### config.mk
export PLATFORM = sky130hd
export DESIGN_NAME = cp0_int_timer_flat
export DESIGN_NICKNAME = d
export VERILOG_FILES = /design/src/rtl/cp0_int_pkg.sv /design/src/rtl/cp0_int_timer_if.sv /design/src/rtl/cp0_timer_chan.sv /design/src/rtl/cp0_int_timer.sv /design/src/flat_wrapper.sv
export SDC_FILE = /design/constraint.sdc
export NUM_CORES = 1
export LEC_CHECK = 0
export CORE_MARGIN = 1.5
export CORE_UTILIZATION = 25
export CTS_CLUSTER_SIZE = 10
export DETAILED_ROUTE_END_ITERATION = 10
export PLACE_DENSITY = 0.51
export REMOVE_ABC_BUFFERS = 1
export SYNTH_ARGS = -nofsm -noshare
export SYNTH_HDL_FRONTEND = slang
export SYNTH_SLANG_ARGS = --single-unit
export TNS_END_PERCENT = 5
### constraint.sdc
create_clock -name clk -period 2.2 [get_ports clk]
set_input_delay 0.44 -clock clk [delete_from_list [all_inputs] [get_ports clk]]
set_output_delay 0.44 -clock clk [all_outputs]
set_load 0.01 [all_outputs]
### src/rtl/cp0_int_pkg.sv
// Shared constants for the CP0 Count/Compare timer and interrupt-pending unit:
// mtc0 select codes, Cause.IP field layout and the Cause.TI bit index.
package cp0_int_pkg;

  localparam logic [2:0] SEL_COUNT = 3'd0;
  localparam logic [2:0] SEL_CMP0  = 3'd1;
  localparam logic [2:0] SEL_PEND  = 3'd6;
  localparam logic [2:0] SEL_SWINT = 3'd7;

  localparam int IP7_BIT      = 7;
  localparam int IP6_IP2_BITS = 2;  // lsb of the five hardware-sampled lines
  localparam int IP1_IP0_BITS = 0;  // lsb of the two software bits
  localparam int CAUSE_TI_BIT = 30;

  localparam int MAX_TIMERS = 4;

  typedef struct packed {
    logic       ip7;
    logic [4:0] ip_hw;
    logic [1:0] ip_sw;
  } cause_ip_t;

endpackage

### src/rtl/cp0_int_timer_if.sv
// mtc0/mfc0 access port from the MEM stage into the CP0 timer block.
interface cp0_int_timer_if;
  logic        wen;
  logic [2:0]  sel;
  logic [31:0] wdata;
  logic [31:0] rdata;

  modport master (output wen, output sel, output wdata, input rdata);
  modport slave  (input wen, input sel, input wdata, output rdata);
endinterface

### src/rtl/cp0_timer_chan.sv
// One Compare channel: Compare register plus a sticky pending flag that a
// Compare write clears and a non-zero Count==Compare match sets.
module cp0_timer_chan (
  input  logic        clk,
  input  logic        rst,
  input  logic [31:0] count,
  input  logic        wen_cmp,
  input  logic [31:0] wdata,
  output logic [31:0] compare,
  output logic        pend
);

  logic [31:0] cmp_r;
  logic        pend_r;

  // Compare register and sticky pend; a write in the match cycle wins
  always_ff @(posedge clk) begin
    if (rst) begin
      cmp_r  <= 32'd0;
      pend_r <= 1'b0;
    end else if (wen_cmp) begin
      cmp_r  <= wdata;
      pend_r <= 1'b0;
    end else if ((cmp_r != 32'd0) && (count == cmp_r)) begin
      pend_r <= 1'b1;
    end
  end

  assign compare = cmp_r;
  assign pend    = pend_r;

endmodule

### src/rtl/cp0_int_timer.sv
// CP0 Count/Compare timer and Cause.IP/TI interrupt-pending unit.
// Define CP0_INT_SYNC_EN to pass ext_int through a 2-flop synchroniser.
module cp0_int_timer
  import cp0_int_pkg::*;
#(
  parameter int NUM_TIMERS = 1,
  parameter int COUNT_DIV  = 2,
  parameter int EXT_INT_W  = 6
) (
  input  logic                 clk,
  input  logic                 rst,
  input  logic [EXT_INT_W-1:0] ext_int,
  input  logic                 stall,
  cp0_int_timer_if.slave       bus,
  input  logic [7:0]           status_im,
  input  logic                 status_ie,
  input  logic                 status_exl,
  output logic [7:0]           cause_ip,
  output logic                 cause_ti,
  output logic                 int_req
);

  localparam logic [4:0] PCNT_MAX = 5'(COUNT_DIV - 1);

  logic [4:0]      pcnt_r;
  logic [31:0]     count_r;
  logic            cnt_wen_s;
  logic [31:0]     cmp_s [MAX_TIMERS];
  logic [3:0]      pend_s;
  logic [5:0]      ext_pad_s;
  logic [5:0]      ext_smp_s;
  logic [5:0]      ip_ext_r;
  logic [1:0]      ip_sw_r;
  cause_ip_t       cause_s;
  logic            int_req_r;
  logic [31:0]     rdata_s;

  assign cnt_wen_s = bus.wen && (bus.sel == SEL_COUNT);

  // Count and prescaler; a Count write restarts the prescaler phase
  always_ff @(posedge clk) begin
    if (rst) begin
      count_r <= 32'd0;
      pcnt_r  <= 5'd0;
    end else if (cnt_wen_s) begin
      count_r <= bus.wdata;
      pcnt_r  <= 5'd0;
    end else if (pcnt_r == PCNT_MAX) begin
      count_r <= count_r + 32'd1;
      pcnt_r  <= 5'd0;
    end else begin
      pcnt_r  <= pcnt_r + 5'd1;
    end
  end

  genvar gi;
  generate
    for (gi = 0; gi < MAX_TIMERS; gi++) begin : g_chan
      if (gi < NUM_TIMERS) begin : g_on
        cp0_timer_chan u_chan (
          .clk     (clk),
          .rst     (rst),
          .count   (count_r),
          .wen_cmp (bus.wen && (bus.sel == 3'(gi + 1))),
          .wdata   (bus.wdata),
          .compare (cmp_s[gi]),
          .pend    (pend_s[gi])
        );
      end else begin : g_off
        assign cmp_s[gi]  = 32'd0;
        assign pend_s[gi] = 1'b0;
      end
    end
  endgenerate

  // With five lines the IP7 external contribution is a constant zero
  assign ext_pad_s = 6'(ext_int);

`ifdef CP0_INT_SYNC_EN
  logic [5:0] sync1_r;
  logic [5:0] sync2_r;

  // Two-flop synchroniser for the asynchronous interrupt lines
  always_ff @(posedge clk) begin
    if (rst) begin
      sync1_r <= 6'd0;
      sync2_r <= 6'd0;
    end else begin
      sync1_r <= ext_pad_s;
      sync2_r <= sync1_r;
    end
  end

  assign ext_smp_s = sync2_r;
`else
  assign ext_smp_s = ext_pad_s;
`endif

  // Hardware IP lines freeze under stall; software IP bits only via mtc0
  always_ff @(posedge clk) begin
    if (rst) begin
      ip_ext_r <= 6'd0;
      ip_sw_r  <= 2'd0;
    end else begin
      if (!stall) begin
        ip_ext_r <= ext_smp_s;
      end
      if (bus.wen && (bus.sel == SEL_SWINT)) begin
        ip_sw_r <= bus.wdata[9:8];
      end
    end
  end

  assign cause_ti = |pend_s;
  assign cause_s  = '{ip7: cause_ti | ip_ext_r[5], ip_hw: ip_ext_r[4:0], ip_sw: ip_sw_r};
  assign cause_ip = cause_s;

  // Registered request towards the MEM-stage exception logic
  always_ff @(posedge clk) begin
    if (rst) begin
      int_req_r <= 1'b0;
    end else begin
      int_req_r <= status_ie & ~status_exl & (|(cause_s & status_im));
    end
  end

  assign int_req = int_req_r;

  // mfc0 read mux; absent channels decode to zero through cmp_s
  always_comb begin
    rdata_s = 32'd0;
    case (bus.sel)
      SEL_COUNT:                rdata_s = count_r;
      3'd1, 3'd2, 3'd3, 3'd4:   rdata_s = cmp_s[2'(bus.sel - SEL_CMP0)];
      SEL_PEND:                 rdata_s = {28'd0, pend_s};
      SEL_SWINT:                rdata_s = {22'd0, ip_sw_r, 8'd0};
      default:                  rdata_s = 32'd0;
    endcase
  end

  assign bus.rdata = rdata_s;

endmodule

### src/flat_wrapper.sv
// flat-port wrapper written by rule: the top's interface ports become plain ports
module cp0_int_timer_flat import cp0_int_pkg::*;
#(
  parameter int NUM_TIMERS = 1,
  parameter int COUNT_DIV  = 2,
  parameter int EXT_INT_W  = 6
)
  (clk, rst, ext_int, stall, status_im, status_ie, status_exl, cause_ip, cause_ti, int_req, bus_wen, bus_sel, bus_wdata, bus_rdata);
  cp0_int_timer_if bus_i ();
  input  logic clk;
  input  logic rst;
  input  logic [EXT_INT_W-1:0] ext_int;
  input  logic stall;
  input  logic [7:0] status_im;
  input  logic status_ie;
  input  logic status_exl;
  output logic [7:0] cause_ip;
  output logic cause_ti;
  output logic int_req;
  input wire logic [$bits(bus_i.wen)-1:0] bus_wen;
  input wire logic [$bits(bus_i.sel)-1:0] bus_sel;
  input wire logic [$bits(bus_i.wdata)-1:0] bus_wdata;
  output wire logic [$bits(bus_i.rdata)-1:0] bus_rdata;
  assign bus_i.wen = bus_wen;
  assign bus_i.sel = bus_sel;
  assign bus_i.wdata = bus_wdata;
  assign bus_rdata = bus_i.rdata;
  cp0_int_timer #(.NUM_TIMERS(NUM_TIMERS), .COUNT_DIV(COUNT_DIV), .EXT_INT_W(EXT_INT_W)) u_core (.clk(clk), .rst(rst), .ext_int(ext_int), .stall(stall), .bus(bus_i), .status_im(status_im), .status_ie(status_ie), .status_exl(status_exl), .cause_ip(cause_ip), .cause_ti(cause_ti), .int_req(int_req));
endmodule
; ---- Yosys cells after proc, flatten, opt, wreduce, memory -nomap -nowiden
; Cells that the tools add are included.
[word_totals]
register_bits = 79
latchBits = 0
ramBits = 0
rom_bits = 0
output_inout_bits = 42
word_cells = 42
n_memories = 0
[op_classes]
n_addsub = 3
n_mul = 0
n_div = 0
magnitude_cmp = 1
eq_ne = 8
shifts = 0
n_mux = 6
bitwise = 6
reduce_logical = 11
[op_table]
columns = operator, n
row1 = $mux 32, 4
row2 = $pmux 32 s4, 1
row3 = $bmux 32 s2, 1
row4 = $add 32x1->32 const B, 1
row5 = $eq 32x32->1, 1
row6 = $reduce_bool 32->1, 1
row7 = $eq 3x3->1 const B, 3
row8 = $and 8x8->8, 1
row9 = $reduce_or 8->1, 1
row10 = $eq 3x2->1 const B, 2
row11 = $add 5x1->5 const B, 1
row12 = $eq 5x1->1 const B, 1
row13 = $logic_and 1x1->1, 4
row14 = $reduce_or 4->1, 1
row15 = $eq 3x1->1 const B, 1
row16 = $ge 3x3->1 const B, 1
row17 = $logic_not 3->1, 1
row18 = $not 2->3, 1
row19 = $reduce_or 3->1, 1
row20 = $and 1x1->1, 2
row21 = $reduce_bool 2->1, 1
row22 = $reduce_or 2->1, 1
row23 = $sub 2x1->2 const B, 1
row24 = $not 1->1, 1
row25 = $or 1x1->1, 1

; ---- Logic depth before layout (Yosys ltp)
[logic_depth]
depth_word = 6
depth_mapped = 9
ltp_nobuf = 7

; ---- Hierarchy
; From an unflattened synthesis, not the netlist that was laid out.
[hier_totals]
cells_unflattened = 501
area_unflattened_um2 = 4426.7
[by_module_without_submodules]
columns = module, instances, cells_per_inst, area_per_inst_um2
row1 = cp0_int_timer, 1, 340, 2856.5
row2 = cp0_timer_chan, 1, 161, 1570.3

; ---- Worst setup path before layout
; Ideal clock, no wire load.
[synth_path]
path_kind = reg2reg
from = register u_core.pcnt_r[0]
to = register u_core.count_r[26]
arrival_time_ps = 2015
required_ps = 2121
slack_ps = 105
stages_incl_launch_ff = 7
period_less_slack_ps = 2095
cell_sequence = dfxtp_1 ha_1 or4b_4 or4_4 nor4_2 xnor2_1 a211oi_2
[synth_via]
elab_chain_cells = 2
[synth_rtl]
columns = element, line
row1 = start: declaration, cp0_int_timer.sv:25  ; logic [4:0] pcnt_r;
row2 = start signal: assignment, cp0_int_timer.sv:52  ; pcnt_r <= pcnt_r + 5'd1;
row3 = $eq 5x1->1, cp0_int_timer.sv:48  ; end else if (pcnt_r == PCNT_MAX) begin
row4 = $reduce_bool 2->1 (no line), n/a
row5 = end signal: assignment, cp0_int_timer.sv:46  ; count_r <= bus.wdata;
row6 = end signal: assignment, cp0_int_timer.sv:49  ; count_r <= count_r + 32'd1;
row7 = end: declaration, cp0_int_timer.sv:26  ; logic [31:0] count_r;
; No other way between the ends.
; A chain may end at the register's enable or synchronous reset.

; ---- Final worst setup path
[layout_path]
from = input bus_sel[0]
to = output bus_rdata[16]
[layout_via]
elab_chain_cells = 6
word_cells_on_any_way = 14
cone_classes = add/sub: 1 / eq/ne: 6 / mux: 4 / bitwise: 1 / reduce/logical: 2
[layout_rtl]
columns = element, line
row1 = start: declaration, flat_wrapper.sv:21  ; input wire logic [$bits(bus_i.sel)-1:0] bus_sel;
row2 = $sub 2x1->2, cp0_int_timer.sv:134  ; 3'd1, 3'd2, 3'd3, 3'd4: rdata_s = cmp_s[2'(bus.sel - SEL_CMP0)];
row3 = $not 2->3 (not written as such), cp0_int_timer.sv:134
row4 = $bmux 32 s2, cp0_int_timer.sv:134
row5 = $mux 32 (not written as such) (2 in series), cp0_int_timer.sv:134
row6 = $pmux 32 s4 *, cp0_int_timer.sv:132  ; case (bus.sel)
row7 = end: declaration, flat_wrapper.sv:23  ; output wire logic [$bits(bus_i.rdata)-1:0] bus_rdata;
; Every way passes the cells marked *; elsewhere a longest branch is shown, timed or not. The select of a mux whose other input is x is not followed.

==> summary.txt <==
CTS
  • Clock transition at path regs: about 0.06 ns
  • Clk sinks: between 70 and 80
  • Worst-Skew Late Latency: roughly 0.35 ns
  • Post-cts hold buffer count: 0
  • H-tree lvl count: 3
  • Cts bufs inserted: 9
  • Root Buffer: clkbuf_16
  • CTS tree: yes
  • Clock Path Buffers: 2

Critical path
  • Critical Path RT: between 1.5 and 2 ns
  • CP max FO: 8
  • WP data arrival: 1.80 ns
  • Crit path kind: primary input to output port
  • Crit path launch type: primary input
  • Crit end category: output port

Floorplan
  • Die W: roughly 140 um
  • Die height: 135.9 um
  • Core area: between 15000 and 20000 um^2
  • Starting Density: 0.2554
  • DIE AREA: about 18000 um^2
  • Num ports: 97
  • Row cnt: 48

Finish
  • ANT cells: 0
  • Most common cell after layout, fill and taps aside: nand2_1
  • Final std cells w/o fill: slightly below 900
  • Synthesis-to-finish area growth: 42.20%
  • Layout cell share with drive strength beyond 1: 0.1994
  • Nets@finish: slightly above 700
  • Commonest cells after routing, fill and taps aside: 88 x nand2_1, 77 x dfxtp_1, 60 x clkdlybuf4s50_1
  • Fin area: between 6000 and 7000 um^2
  • Filler cells: around 1800
  • Final Util: 0.3632

Power
  • Combinational cell fraction of total power: 0.158
  • Cell Pwr Density: 597.6 nW/um^2
  • Sw power: 973.9 uW
  • Clk pwr share: 0.430
  • Tot Pwr: 3.754 mW
  • Sequential group share of total power: 0.412
  • Max rail drop VDD: a little under 0.0004 V
  • Switching share of power: 0.2594
  • Lkg Pwr: around 2.4 nW
  • Internal power: ~2.8 mW

Drt
  • DR WL/cell: between 15 and 20 um
  • Routed wire length: roughly 16 mm
  • Starting DRT DRC Count: around 250
  • First-pass iteration count of the detailed router: 5
  • Vias per cell: 5.003
  • Via count: approximately 4400
  • Antenna viol nets, final: 0
  • Drt drc: 0

Synth
  • Post-synthesis sequential area ratio: 0.3580
  • Library cells used by synthesis: 40
  • Number of flops mapped to enable cells by yosys: 0
  • Share of flip-flops with an asynchronous set or reset: 0
  • Mapped Cells: ~550
  • Yosys Warn Count: 0
  • Synth Cell Area: between 4000 and 5000 um^2
  • Mean Syn Cell Area: between 8 and 9 um^2
  • FF+latch count, synth: between 70 and 80
  • Most used DFF post-synth: dfxtp_1

Run status
  • Status: finished with violations
  • Failing checks: negative setup slack

STA
  • Clock skew: about 0.0068 ns
  • Worst setup margin: -0.04463 ns
  • Worst-Margin Slew: between 0.6 and 0.7 ns
  • Fin. Hold Viols: 0
  • Slew HR: 0.5977
  • Max Clock Freq: between 400 and 500 MHz
  • Period utilization: 1.020
  • Final Setup Violations: 15
  • RSZ-0062 raised after global routing: yes
  • Pins Over Slew Limit: 0
  • Min cycle time layout: ~2.2 ns

Placed design
  • Routability cong.: about 0.87
  • Post-DP Area: ~5800 um^2
  • Pre-CTS setup slack: -0.8695 ns
  • PortBufs: 96
  • Dpl hpwl: 11.44 mm
  • Inst Count DP: 860

GRT
  • Pin count of the biggest net entering global routing: 34
  • Initial antenna violation count: 0
  • Vias in the first global route: 4385
  • First-pass GRT wire length: 24.74 mm
  • All-layer global routing usage: 0.1773
  • Grt ovf: 0

Flow run
  • Max Cap Viol: 0

Worst hold path
  • Worst min path class: flop to flop
metal layers:
layer / vias to the layer above / GRT usage / wire (um)
met5: - / 0 / 0
met1: 2143 / 0.2371 / 7425
met2: 110 / 0.2829 / 7311
met3: 16 / 0.04474 / 802
met4: 0 / 0.04846 / 234
li1: 2144 / - / -
worst max-delay path, stage by stage:
cell     delay, ns
buf_12        0.09
inv_4         0.04
ha_4          0.15
nor3_2        0.14
o21ai_1       0.08
and3_4        0.21
buf_12        0.14
buf_16        0.14
a22o_1        0.21
buf_2         0.14
synth_stat cells, types with 3 or more instances:
cell      instances  area, um^2
or3_1             3       18.77
and3_1            4       25.02
nor3_1            9       45.04
xnor2_1          36       315.3
o21ai_0           3       15.01
nor4_1           18       112.6
or2_2             3       18.77
buf_4             5       37.54
nor4_2            3       37.54
nand3_1          14       70.07
a211oi_1         27       202.7
nand2_1          89       334.1
mux2i_1           8       80.08
xor2_1           29       254.0
clkbuf_1         43       161.4
nor2_1           51       191.4
a22o_1           30       262.8
and2_1            3       18.77
inv_1             4       15.01
nand4_1          21       131.4
and4_1            4       35.03
dfxtp_1          79        1582
ha_1              7       87.58
a21oi_1          32       160.2
cells by family (layout without fill, tap and decap cells):
logic type,count (synthesis),count (layout),share of synthesized area
flops,79,79,0.3580
simple gates,231,231,0.2572
mux,8,8,0.01813
xor+xnor,65,65,0.1289
buf+inv,54,164,0.05013
compound gates,103,103,0.1679
fa+ha+maj,7,7,0.01982
metrics by stage:
stage | hold slack (ns) | setup TNS [ns]
after floorplan | 0.4337 | -56.18
after global placement | 0.4860 | -32.67
after detailed placement | 0.4874 | -35.28
after CTS | 0.5021 | -0.7121
after global routing | 0.5250 | -2.458
final | 0.4961 | -0.3556
repair_timing:
| action | 4_1_cts | 5_1_grt |
|---|---|---|
| endpoints found under the setup margin | 35 | 43 |
| gates cloned | 3 | 0 |
| pin swaps | 10 | 7 |
| buffers inserted | 3 | 0 |
| hold endpoints to repair | 0 | 0 |
| gates resized for setup | 142 | 16 |
final timing paths:
path / cells past startpoint / to / slack [ns] / startpoint
max reg2reg: 7 / u_core.count_r[24] / -0.04 / u_core.pcnt_r[1]
min reg2reg: 2 / u_core.ip_ext_r[5] / 0.50 / u_core.ip_ext_r[5]
max: 10 / bus_rdata[16] / -0.04 / bus_sel[0]
min: 2 / u_core.ip_ext_r[5] / 0.50 / u_core.ip_ext_r[5]
flip-flops by register name, indices dropped and copies added, names as in the netlist:
register / cells
u_core.count_r: 32
u_core.g_chan.g_on.u_chan.compare: 32
u_core.ip_ext_r: 6
u_core.pcnt_r: 5
u_core.ip_sw_r: 2
u_core.g_chan.g_on.u_chan.pend: 1
u_core.int_req: 1
area by class of cell:
type / count / area [um^2] / share of cell area
well taps: 225 / 281.5 / 0.04481
flip-flops and latches: 79 / 1584 / 0.2521
clock buffers: 9 / 225.2 / 0.03585
inverters: 4 / 17.52 / 0.002788
multi-input cells: 414 / 2710 / 0.4314
clock inverters: 7 / 87.58 / 0.01394
repair buffers: 144 / 1376 / 0.2191
power groups by stage:
stage	Combinational (mW)	Clock (mW)	Sequential (mW)
6_report	0.592	1.61	1.55
2_1_floorplan	0.211	0	1.58
4_1_cts	0.590	1.65	1.54
5_1_grt	0.638	1.71	1.55
3_5_place_dp	0.550	0	1.57
3_3_place_gp	0.544	0	1.57
Note: power is estimated with default switching activity, not from simulation.
